==> src/rtl/div_sched.sv <==
// div_sched: round-robin scheduler feeding four requesters into one shared 32/16 restoring divider.
// Build option: define DIV_SCHED_RADIX4_EN to retire two quotient bits per cycle instead of one.
module div_sched (
  input  logic         clk,
  input  logic         reset,
  input  logic [3:0]   req,
  input  logic [127:0] req_dividend,
  input  logic [63:0]  req_divisor,
  output logic [3:0]   grant,
  output logic [3:0]   done,
  output logic [31:0]  quotient,
  output logic [15:0]  remainder,
  output logic         div_by_zero,
  output logic         busy,
  output logic [1:0]   dbg_state_o
);

  typedef enum logic [1:0] {
    S_IDLE = 2'd0,
    S_RUN  = 2'd1,
    S_DONE = 2'd2
  } state_t;

`ifdef DIV_SCHED_RADIX4_EN
  localparam logic [4:0] CNT_INIT = 5'd15;
`else
  localparam logic [4:0] CNT_INIT = 5'd31;
`endif

  state_t      state_q;
  logic [3:0]  grant_q;
  logic [3:0]  done_q;
  logic [3:0]  owner_q;
  logic [1:0]  last_q;
  logic [31:0] acc_q;
  logic [16:0] prem_q;
  logic [15:0] dvs_q;
  logic [4:0]  cnt_q;
  logic [31:0] quo_q;
  logic [15:0] rem_q;
  logic        dbz_q;

  logic [3:0]  elig;
  logic        win_valid;
  logic [1:0]  win_idx;
  logic [1:0]  cand;
  logic [16:0] prem_1;
  logic [31:0] acc_1;
  logic [16:0] prem_d;
  logic [31:0] acc_d;

  // One restoring step: shift in the next dividend bit, subtract, keep the difference if no borrow.
  function automatic logic [48:0] div_step(input logic [16:0] p, input logic [31:0] a,
                                           input logic [15:0] d);
    logic [17:0] trial;
    logic [17:0] diff;
    trial = {p, a[31]};
    diff  = trial - {2'b00, d};
    if (diff[17]) return {trial[16:0], a[30:0], 1'b0};
    else          return {diff[16:0], a[30:0], 1'b1};
  endfunction

  assign {prem_1, acc_1} = div_step(prem_q, acc_q, dvs_q);
`ifdef DIV_SCHED_RADIX4_EN
  assign {prem_d, acc_d} = div_step(prem_1, acc_1, dvs_q);
`else
  assign prem_d = prem_1;
  assign acc_d  = acc_1;
`endif

  // The requester whose result is being presented cannot win again in the same cycle.
  always_comb begin
    elig      = (state_q == S_DONE) ? (req & ~done_q) : req;
    win_valid = 1'b0;
    win_idx   = 2'd0;
    cand      = 2'd0;
    for (int i = 1; i <= 4; i++) begin
      cand = last_q + 2'(i);
      if (!win_valid && elig[cand]) begin
        win_valid = 1'b1;
        win_idx   = cand;
      end
    end
  end

  always_ff @(posedge clk) begin
    if (reset) begin
      state_q <= S_IDLE;
      grant_q <= '0;
      done_q  <= '0;
      owner_q <= '0;
      last_q  <= 2'd3;
      acc_q   <= '0;
      prem_q  <= '0;
      dvs_q   <= '0;
      cnt_q   <= '0;
      quo_q   <= '0;
      rem_q   <= '0;
      dbz_q   <= 1'b0;
    end else begin
      grant_q <= '0;
      done_q  <= '0;
      case (state_q)
        S_IDLE, S_DONE: begin
          if (win_valid) begin
            acc_q   <= req_dividend[{win_idx, 5'd0} +: 32];
            dvs_q   <= req_divisor[{win_idx, 4'd0} +: 16];
            prem_q  <= '0;
            cnt_q   <= CNT_INIT;
            owner_q <= 4'b0001 << win_idx;
            grant_q <= 4'b0001 << win_idx;
            last_q  <= win_idx;
            state_q <= S_RUN;
          end else begin
            state_q <= S_IDLE;
          end
        end
        S_RUN: begin
          if (dvs_q == '0) begin
            // Zero divisor: acc_q still holds the untouched dividend on the first RUN cycle.
            quo_q   <= '1;
            rem_q   <= acc_q[15:0];
            dbz_q   <= 1'b1;
            done_q  <= owner_q;
            state_q <= S_DONE;
          end else begin
            acc_q  <= acc_d;
            prem_q <= prem_d;
            cnt_q  <= cnt_q - 5'd1;
            if (cnt_q == '0) begin
              quo_q   <= acc_d;
              rem_q   <= prem_d[15:0];
              dbz_q   <= 1'b0;
              done_q  <= owner_q;
              state_q <= S_DONE;
            end
          end
        end
        default: state_q <= S_IDLE;
      endcase
    end
  end

  assign grant       = grant_q;
  assign done        = done_q;
  assign quotient    = quo_q;
  assign remainder   = rem_q;
  assign div_by_zero = dbz_q;
  assign busy        = (state_q != S_IDLE);
  assign dbg_state_o = state_q;

endmodule

==> config.mk <==
export PLATFORM = sky130hd
export DESIGN_NAME = div_sched
export DESIGN_NICKNAME = d
export VERILOG_FILES = /design/src/rtl/div_sched.sv
export SDC_FILE = /design/constraint.sdc
export NUM_CORES = 1
export LEC_CHECK = 0
export ABC_CLOCK_PERIOD_IN_PS = 8100
export CAP_MARGIN = 20
export CORE_MARGIN = 2
export CORE_UTILIZATION = 45
export CTS_BUF_LIST = sky130_fd_sc_hd__clkbuf_2
export CTS_CLUSTER_SIZE = 28
export DETAILED_ROUTE_END_ITERATION = 10
export PLACE_DENSITY = 0.8
export SYNTH_ARGS = -nofsm -noshare
export SYNTH_HDL_FRONTEND = slang
export SYNTH_SLANG_ARGS = --single-unit
==> constraint.sdc <==
create_clock -name clk -period 8.1 [get_ports clk]
set_clock_uncertainty 0.15 [all_clocks]
set_input_delay 2.43 -clock clk [delete_from_list [all_inputs] [get_ports clk]]
set_output_delay 2.43 -clock clk [all_outputs]
set_load 0.01 [all_outputs]
=== Yosys cells after proc, flatten, opt, wreduce, memory -nomap -nowiden ===
Cells that the tools add are included.

* $add $sub $neg: 5
* $lt $le $gt $ge: 4
* Equality and inequality tests: 5
* Shifts and indexed selects: 3
* Mux-type cells: 39
* Bitwise gates (word level): 5
* Reduce and logical (&&, ||, !) cells: 18

{| class="wikitable"
|+ Operators with widths
! kind !! count
|-
| $mux W32 || 4
|-
| $shiftx A128 B8 Y32 || 1
|-
| $pmux W32 S2 || 1
|-
| $shiftx A64 B7 Y16 || 1
|-
| $mux W49 || 1
|-
| $mux W17 || 2
|-
| $pmux W17 S2 || 1
|-
| $mux W16 || 2
|-
| $sub A18 B16 Y18 || 1
|-
| $logic_not A16 Y1 || 1
|-
| $lt A2 B3 Y1 const B || 4
|-
| $mux W2 || 6
|-
| $mux W4 || 3
|-
| $mux W1 || 11
|-
| $mux W5 || 2
|-
| $pmux W5 S2 || 1
|-
| $bmux W1 S2 || 4
|-
| $reduce_bool A2 Y1 || 3
|-
| $logic_not A5 Y1 || 1
|-
| $sub A5 B1 Y5 const B || 1
|-
| $add A2 B2 Y2 const B || 2
|-
| $and A4 B4 Y4 || 1
|-
| $ne A2 B2 Y1 const B || 2
|-
| $not A4 Y4 || 1
|-
| other kinds (14) || 22
|}

* Bits in registers: 135
* Input bits: 198
* Output and inout bits: 60
* Word-level logic and storage cells: 91

=== Longest topological paths before layout ===
Gate-level depths: netlist of run 1.

* Depth in word-level cells: 18
* Gate-level depth with buffers: 12
* Gate-level depth less buffers: 11

=== Worst setup path before layout of run 1 ===
OpenSTA, ideal clock, no wires.

* Kind: input to register
* Start: input req[1]
* End: register acc_q[10]
* Library setup time: 0.132 ns
* Data arrival time: 4.081 ns
* Data required time: 7.818 ns
* Slack: 3.737 ns
* Stages: 8
* Buffers on the path: 2
* Path through: nand2_1 -> o221ai_1 -> a22oi_1 -> buf_4 -> buf_4 -> mux4_2 -> nand2_1 -> a21oi_1

* Cells in the longest elaborated chain, start to end: 17
* Elaborated cells on any way between the ends: 29
* Those cells by class: eq/ne (1); shift (1); mux (19); bitwise (1); reduce/logical (7)

{| class="wikitable"
|+ RTL lines
! element !! line !! text
|-
| start: declaration || 6 || <nowiki>input logic [3:0] req,</nowiki>
|-
| $and A4 B4 Y4 || 73 || <nowiki>elig = (state_q == S_DONE) ? (req & ~done_q) : req;</nowiki>
|-
| $mux W4 (*) || 73 ||
|-
| $bmux W1 S2 || 79 || <nowiki>if (!win_valid && elig[cand]) begin</nowiki>
|-
| $mux W1 (implied by the code) || 79 ||
|-
| $mux W1 || 79 ||
|-
| $logic_not A1 Y1 || 79 ||
|-
| $logic_and A1 B1 Y1 || 79 ||
|-
| $mux W1 || 79 ||
|-
| $logic_not A1 Y1 || 79 ||
|-
| $logic_and A1 B1 Y1 || 79 ||
|-
| $mux W1 || 79 ||
|-
| $logic_not A1 Y1 || 79 ||
|-
| $logic_and A1 B1 Y1 || 79 ||
|-
| $mux W2 || 79 ||
|-
| $shiftx A128 B8 Y32 || 106 || <nowiki>acc_q <= req_dividend[{win_idx, 5'd0} +: 32];</nowiki>
|-
| $mux W32 || 105 || <nowiki>if (win_valid) begin</nowiki>
|-
| $pmux W32 S2 || 103 || <nowiki>case (state_q)</nowiki>
|-
| end signal: assignment || 106 ||
|-
| end: declaration || 35 || <nowiki>logic [31:0] acc_q;</nowiki>
|}

Mark *: on every way between the ends. The rest lies on a longest branch, timed or not. The select of a mux whose other input is x is not followed.
A chain may end at the register's enable or synchronous reset.

=== Worst setup path in the final report of run 1 ===
* Start: input req[3]
* End: register acc_q[0]

The elaborated chain is that of the path after synthesis.

==> summary.md, run 1 <==
| Metric | Value |
|---|---|
| Status | completed |
| RSZ-0062 raised after global routing | no |
| Final HPWL DP | approximately 19 mm |
| Ys flop type | dfxtp_1 |
| Number of flops mapped to enable cells by yosys | 0 |
| Hold Crit Class | flip-flop to flip-flop |
| Commonest non-fill, non-tap cells in the layout | 256 x clkdlybuf4s50_1, 135 x dfxtp_1, 68 x nand2_1, 63 x a21oi_1, 56 x nor3_1 |
| Final TNS setup | 0 ns |
| Die height | 135 um |
| Synthesized cell area | a little under 8000 sq um |
| Slew Limit Fails | 0 |
| Fraction of layout cells with a size suffix above 1 | around 11% |
| GRT Resource Usage Total | between 20% and 30% |
| # H-tree levels | 4 |
| Die Area | 18300 sq um |
| Setup violators final | 0 |
| RD Place Congestion | roughly 0.9 |
| Port Buf Inserts | 257 |
| Vias per inst | about 6 |
| Fin crit period | 4.68 ns |
| Mean post-synth cell area | roughly 9.0 sq um |
| Sequential area share after synthesis | between 30% and 40% |
| Area grow syn2layout | 37.7% |
| Syn Nets | about 1100 |
| Yosys warnings | 0 |
| Reg2reg setup slack | approximately 4.5 ns |
| CTS tree | yes |
| Clock root buffer | clkbuf_2 |
| Lkg Pwr | 3.90 nW |
| Vias in the first global route | 7405 |
| Io pins | approximately 260 |
| GRT Residual Overflow | 0 |
| Tcrit/Tclk final | between 50% and 60% |
| DRT iter0 DRCs | approximately 570 |
| Most common cell after layout, fill and taps aside | clkdlybuf4s50_1 |
| TritonCTS Buffers | 17 |
| Sink Count | between 100 and 150 |
| Die Wd | around 140 um |
| Achievable Freq | 214 MHz |
| Initial antenna violation count | 1 |
| Starting density of the core | 46.4% |
| Worst-path fanout max | 52 |
| DRC | 0 |
| Clk_lat worst skew | ~0.72 ns |
| Register clock-pin slew on the reported worst setup and hold paths | 0.19 ns |
| Filler cells | approximately 1400 |
| Worst slew margin | 30.6% |
| CP Data Arrival Time | between 5 and 6 ns |
| First-pass GRT wire length | about 39 mm |
| Max Root-Sink Buffers | 2 |
| Final Hold Viols | 0 |
| Async SR Flop Fraction | 0% |
| Post-CTS Setup Bufs | 0 |
| Worst Tran Pin Value | 1.04 ns |
| Element type at the critical path end | flip-flop |
| DR WL/cell | approximately 19 um |
| Cells after Synth | between 800 and 900 |
| Post_cts resized | 0 |
| # nets final | about 1300 |
| Core ar. | 16700 sq um |
| Hold depth | 2 |
| Pwr dens | around 230 nW/um^2 |
| Pre-antenna DRT Iters | 5 |
| Routed via count | 7817 |
| Flops & latches, synth | 135 |
| Worst EP required | 8.55 ns |
| Routed Antenna Nets | 0 |
| Largest net degree at the start of global routing | between 50 and 60 |
| Final wirelength | around 25 mm |
| Library cells used by synthesis | just over 70 |
| Cts hold-fix bufs | 0 |
| Reg2reg path depth | 7 |
| Worst vdd ir | 0.145 mV |
| Max-cap viol count | 0 |
| Total design power | between 2 and 2.5 mW |
| WS Path Type | input pin to flip-flop |
| Startpoint types | input pin |
| Placement Rows | 47 |
[metal layers]
metal / share of wire [%] / vias to the layer above / track usage (%)
met3: 7.3 / 58 / 4.56
li1: - / 3660 / -
met5: 0 / - / 0
met4: 3.1 / 0 / 10.4
met1: 43 / 3709 / 36.6
met2: 47 / 390 / 43.3
[worst max-delay path, stage by stage]
cell             delay [ns]
clkdlybuf4s50_1        0.42
nand2_1                0.21
o221ai_1               0.20
a22oi_2                0.30
buf_4                  0.72
mux4_2                 0.59
a22oi_1                0.15
a21oi_1                0.09
[cell families after synthesis]
group                      count (synthesis)  synth area share [%]
DFF                                      135                  34.8
and+or+nand+nor                          268                  17.0
adders and majority gates                 19                  3.16
muxes                                     90                  17.1
buffers and inverters                     97                  5.45
xor gates and xnor gates                  15                  1.69
AOI/OAI and AO/OA                        233                  20.7
[final timing paths]
path | startpoint | end
worst min register to register | owner_q[2] | owner_q[2]
worst min-delay path | owner_q[2] | owner_q[2]
worst max register to register | dvs_q[8] | acc_q[31]
worst max-delay path | req[3] | acc_q[0]
[synth_stat cells, types with 6 or more instances]
master    count  area, sq um
dfxtp_1     135         2700
nand2_1      68          255
a21oi_1      63          315
nor3_1       56          280
nor2_1       52          195
clkbuf_1     51          191
mux2i_1      41          410
o21ai_0      38          190
a22oi_1      36          270
mux4_2       32          721
nand3_1      29          145
inv_1        28          105
ha_1         18          225
mux2_2       17          191
a31oi_1      13         81.3
a211oi_1     11         82.6
nand4_1      11         68.8
o221a_2      11          124
buf_2        10         50.1
xnor2_1       9         78.8
or3_1         8         50.1
o211ai_1      7         52.6
o21a_1        7         52.6
and2_1        6         37.5
nand3b_1      6         45.0
xor2_1        6         52.6
[cell type report]
cell class | count | area [sq um] | area share [%]
clock buffer | 19 | 95.1 | 0.890
clock inverter | 13 | 179 | 1.68
antenna | 1 | 2.50 | 0.0234
tap | 220 | 275 | 2.58
sequential | 135 | 2700 | 25.3
inverter | 28 | 105 | 0.984
timing repair buffer | 268 | 2650 | 24.8
multi-input combinational | 625 | 4670 | 43.7
[sequential cells by signal, indices dropped and copies added, names as in the netlist]
register	count
acc_q	32
cnt_q	5
dbg_state_o	2
div_by_zero	1
done	4
dvs_q	16
grant	4
last_q	2
owner_q	4
prem_q	17
quotient	32
remainder	16
[metrics by stage]
stage / hold slack, ns / cell area [sq um] / worst slack, ns / instances / util (%)
6_report: 0.314 / 10700 / 3.42 / 1309 / 63.9
5_1_grt: 0.335 / 10700 / 3.27 / 1309 / 63.9
4_1_cts: 0.314 / 10700 / 3.45 / 1308 / 63.9
3_5_place_dp: 0.292 / 10400 / 2.65 / 1276 / 62.3
3_3_place_gp: 0.287 / 10400 / 2.71 / 1276 / 62.3
2_1_floorplan: 0.282 / 7750 / 3.74 / 857 / -
[power by group]
group / switching, mW / internal, mW
logic: 0.648 / 0.546
registers: 0.0882 / 0.751
clock network: 0.257 / 0.203
total: 0.993 / 1.50
No activity file was read; power rests on OpenSTA's default activity.
==> run 2, diff against run 1 <==
ABC_CLOCK_PERIOD_IN_PS = 4860   (was 8100)
clock period = 4.86 ns   (was 8.1 ns; I/O delays follow)
==> run 2 against run 1 <==
Against the previous run: utilization increased by 0.13 points; sequential share of layout area decreased by 0.053 points; flip-flop and latch count unchanged; via count increased by 0.55%; final cell count increased by 0.61%; routed wire length decreased by 0.57%; non-clock buffer count increased by 9; clock-buffer cell count decreased by 1; sequential power increased by 66%; register-to-register slack got worse by 3.3 ns; critical endpoint is now prem_q[5]; largest power group unchanged.
==> summary.md, run 2 (same netlist as run 1, synthesis figures left out) <==
| Metric | Value |
|---|---|
| GRT Resource Usage Total | 27.1% (+0.030 points) |
| Clock power share | 15.6% (-2.9 points) |
| Clk_lat worst skew | 0.72 ns (about the same) |
| Final wirelength | 25.0 mm (-0.57%) |
| Sink Count | 135 (unchanged) |
| WS Path Type | flip-flop to flip-flop |
| Achievable Freq | 274 MHz |
| Worst vdd ir | 0.198 mV (+37%) |
| Slew Limit Fails | 0 (unchanged) |
| CP Data Arrival Time | 4.09 ns (-1.04 ns) |
| Core ar. | 16700 sq um (unchanged) |
| Max-cap viol count | 0 (unchanged) |
| Starting density of the core | 46.4% (unchanged) |
| Vias in the first global route | 7261 (-1.9%) |
| Port Buf Inserts | 257 (unchanged) |
| # H-tree levels | 4 (unchanged) |
| Vias per inst | 5.97 (about the same) |
| Hold Crit Class | flip-flop to flip-flop |
| Final WS setup | 1.22 ns (-2.21 ns) |
| Sequential Power Share | 34.5% (+0.9 points) |
| Area grow syn2layout | 38.0% |
| Non-Filler Instances | 1317 (+0.61%) |
| RD Place Congestion | 0.945 (+2.3%) |
| Initial antenna violation count | 1 (unchanged) |
| Cell area after layout | 10700 sq um (+0.21%) |
| CP max stage cell | nor3_4 |
| Fraction of layout cells with a size suffix above 1 | 11.9% (+0.37 points) |
| Final HPWL DP | 18.9 mm (+1.5%) |
| Routed Antenna Nets | 0 (unchanged) |
| Die height | 135 um (unchanged) |
| RSZ-0062 raised after global routing | no |
| CTS tree | yes |
| Worst EP required | 5.31 ns (-3.24 ns) |
| Fin crit period | 3.64 ns |
| Post_cts resized | 0 (unchanged) |
| Routed via count | 7860 (+0.55%) |
| Placement Rows | 47 (unchanged) |
| Part of the power in combinational logic | 49.9% (+2.0 points) |
| Worst Tran Pin Value | 1.07 ns (+0.0264 ns) |
| Commonest non-fill, non-tap cells in the layout | 256 x clkdlybuf4s50_1, 135 x dfxtp_1, 68 x nand2_1, 63 x a21oi_1, 56 x nor3_1 |
| First-pass GRT wire length | 39.0 mm (-0.67%) |
| Die Wd | 135 um (unchanged) |
| DP Area | 10500 sq um (+0.89%) |
| CP max stage delay | 0.70 ns (-0.02 ns) |
| DRC | 0 (unchanged) |
| Final Hold Viols | 0 (unchanged) |
| Cts hold-fix bufs | 0 (unchanged) |
| Total design power | 4.04 mW (+62%) |
| Int Power | 2.40 mW (+60%) |
| Final TNS setup | 0 ns (unchanged) |
| Element type at the critical path end | flip-flop |
| Net Sw Frac | 40.5% (+0.69 points) |
| DRT iter0 DRCs | 672 (+17%) |
| Tcrit/Tclk final | approximately 75% |
| Max Root-Sink Buffers | 2 (unchanged) |
| Die Area | 18300 sq um (unchanged) |
| Largest net degree at the start of global routing | 54 (unchanged) |
| Hold_ws | 0.313 ns (-0.00116 ns) |
| Utilization after layout | 64.1% (+0.13 points) |
| Most common cell after layout, fill and taps aside | clkdlybuf4s50_1 |
| Crit-path cells | inv_1 -> ha_1 -> a21oi_1 -> nand2b_1 -> nand2_1 -> a22o_1 -> nor3_4 -> mux2i_1 -> o21ai_0 |
| Clock root buffer | clkbuf_2 |
| # nets final | 1301 (+0.70%) |
| Pre-antenna DRT Iters | 6 (+1) |
| Net Sw Power | 1.64 mW (+65%) |
| Placed instance count | 1285 (+0.71%) |
| DR WL/cell | 19.0 um (-1.2%) |
| Register clock-pin slew on the reported worst setup and hold paths | 0.19 ns (about the same) |
| Setup violators final | 0 (unchanged) |
| Post-CTS Setup Bufs | 0 (unchanged) |
| Io pins | 258 (unchanged) |
| Worst-path fanout max | 16 (-69%) |
| Worst slew margin | 28.8% (-1.8 points) |
| GRT Residual Overflow | 0 (unchanged) |
| Dpl ws | 0.667 ns (-1.98 ns) |
| Lkg Pwr | 3.93 nW (+0.82%) |
| TritonCTS Buffers | 17 (unchanged) |
| Startpoint types | flip-flop |
| Status | completed |
| Pwr dens | 378 nW/um^2 (+62%) |
[run 2: layer usage]
layer	global-route usage (%)	wire, um	vias up
met2	42.6	11800	370
met4	7.93	628	0
li1	-	-	3702
met1	37.6	10600	3736
met3	5.69	1910	52
met5	0	0	-
[run 2: layout make-up]
type,instances,area (sq um)
sequential,135,2700
clock buffer,18,90.1
tap,220,275
multi-input combinational,625,4670
fill,1428,6000
clock inverter,13,114
timing repair buffer,277,2740
antenna,1,2.50
inverter,28,105
[run 2: final timing paths]
check	cells after the start	startpoint	slack, ns	to
setup / recovery	9	dvs_q[14]	1.22	prem_q[5]
hold / removal	1	owner_q[0]	0.31	done[0]
setup reg to reg	9	dvs_q[14]	1.22	prem_q[5]
hold reg to reg	1	owner_q[0]	0.31	done[0]
[run 2: worst max-delay path, delay by kind of cell (launching register included)]
family          cells  cell delay (ns)
compound gates      3             1.03
simple gates        3             0.99
mux                 1             0.45
flops               1             0.43
fa+ha+maj           1             0.41
buf+inv             1             0.09
[run 2: power by group through the flow]
| stage | Combinational, mW | Clock (mW) | Sequential [mW] |
|---|---|---|---|
| 5_1_grt | 2.18 | 0.691 | 1.41 |
| 3_5_place_dp | 1.98 | 0 | 1.41 |
| 3_3_place_gp | 1.96 | 0 | 1.41 |
| 4_1_cts | 1.99 | 0.637 | 1.39 |
| 2_1_floorplan | 1.41 | 0 | 1.38 |
| 6_report | 2.02 | 0.632 | 1.39 |
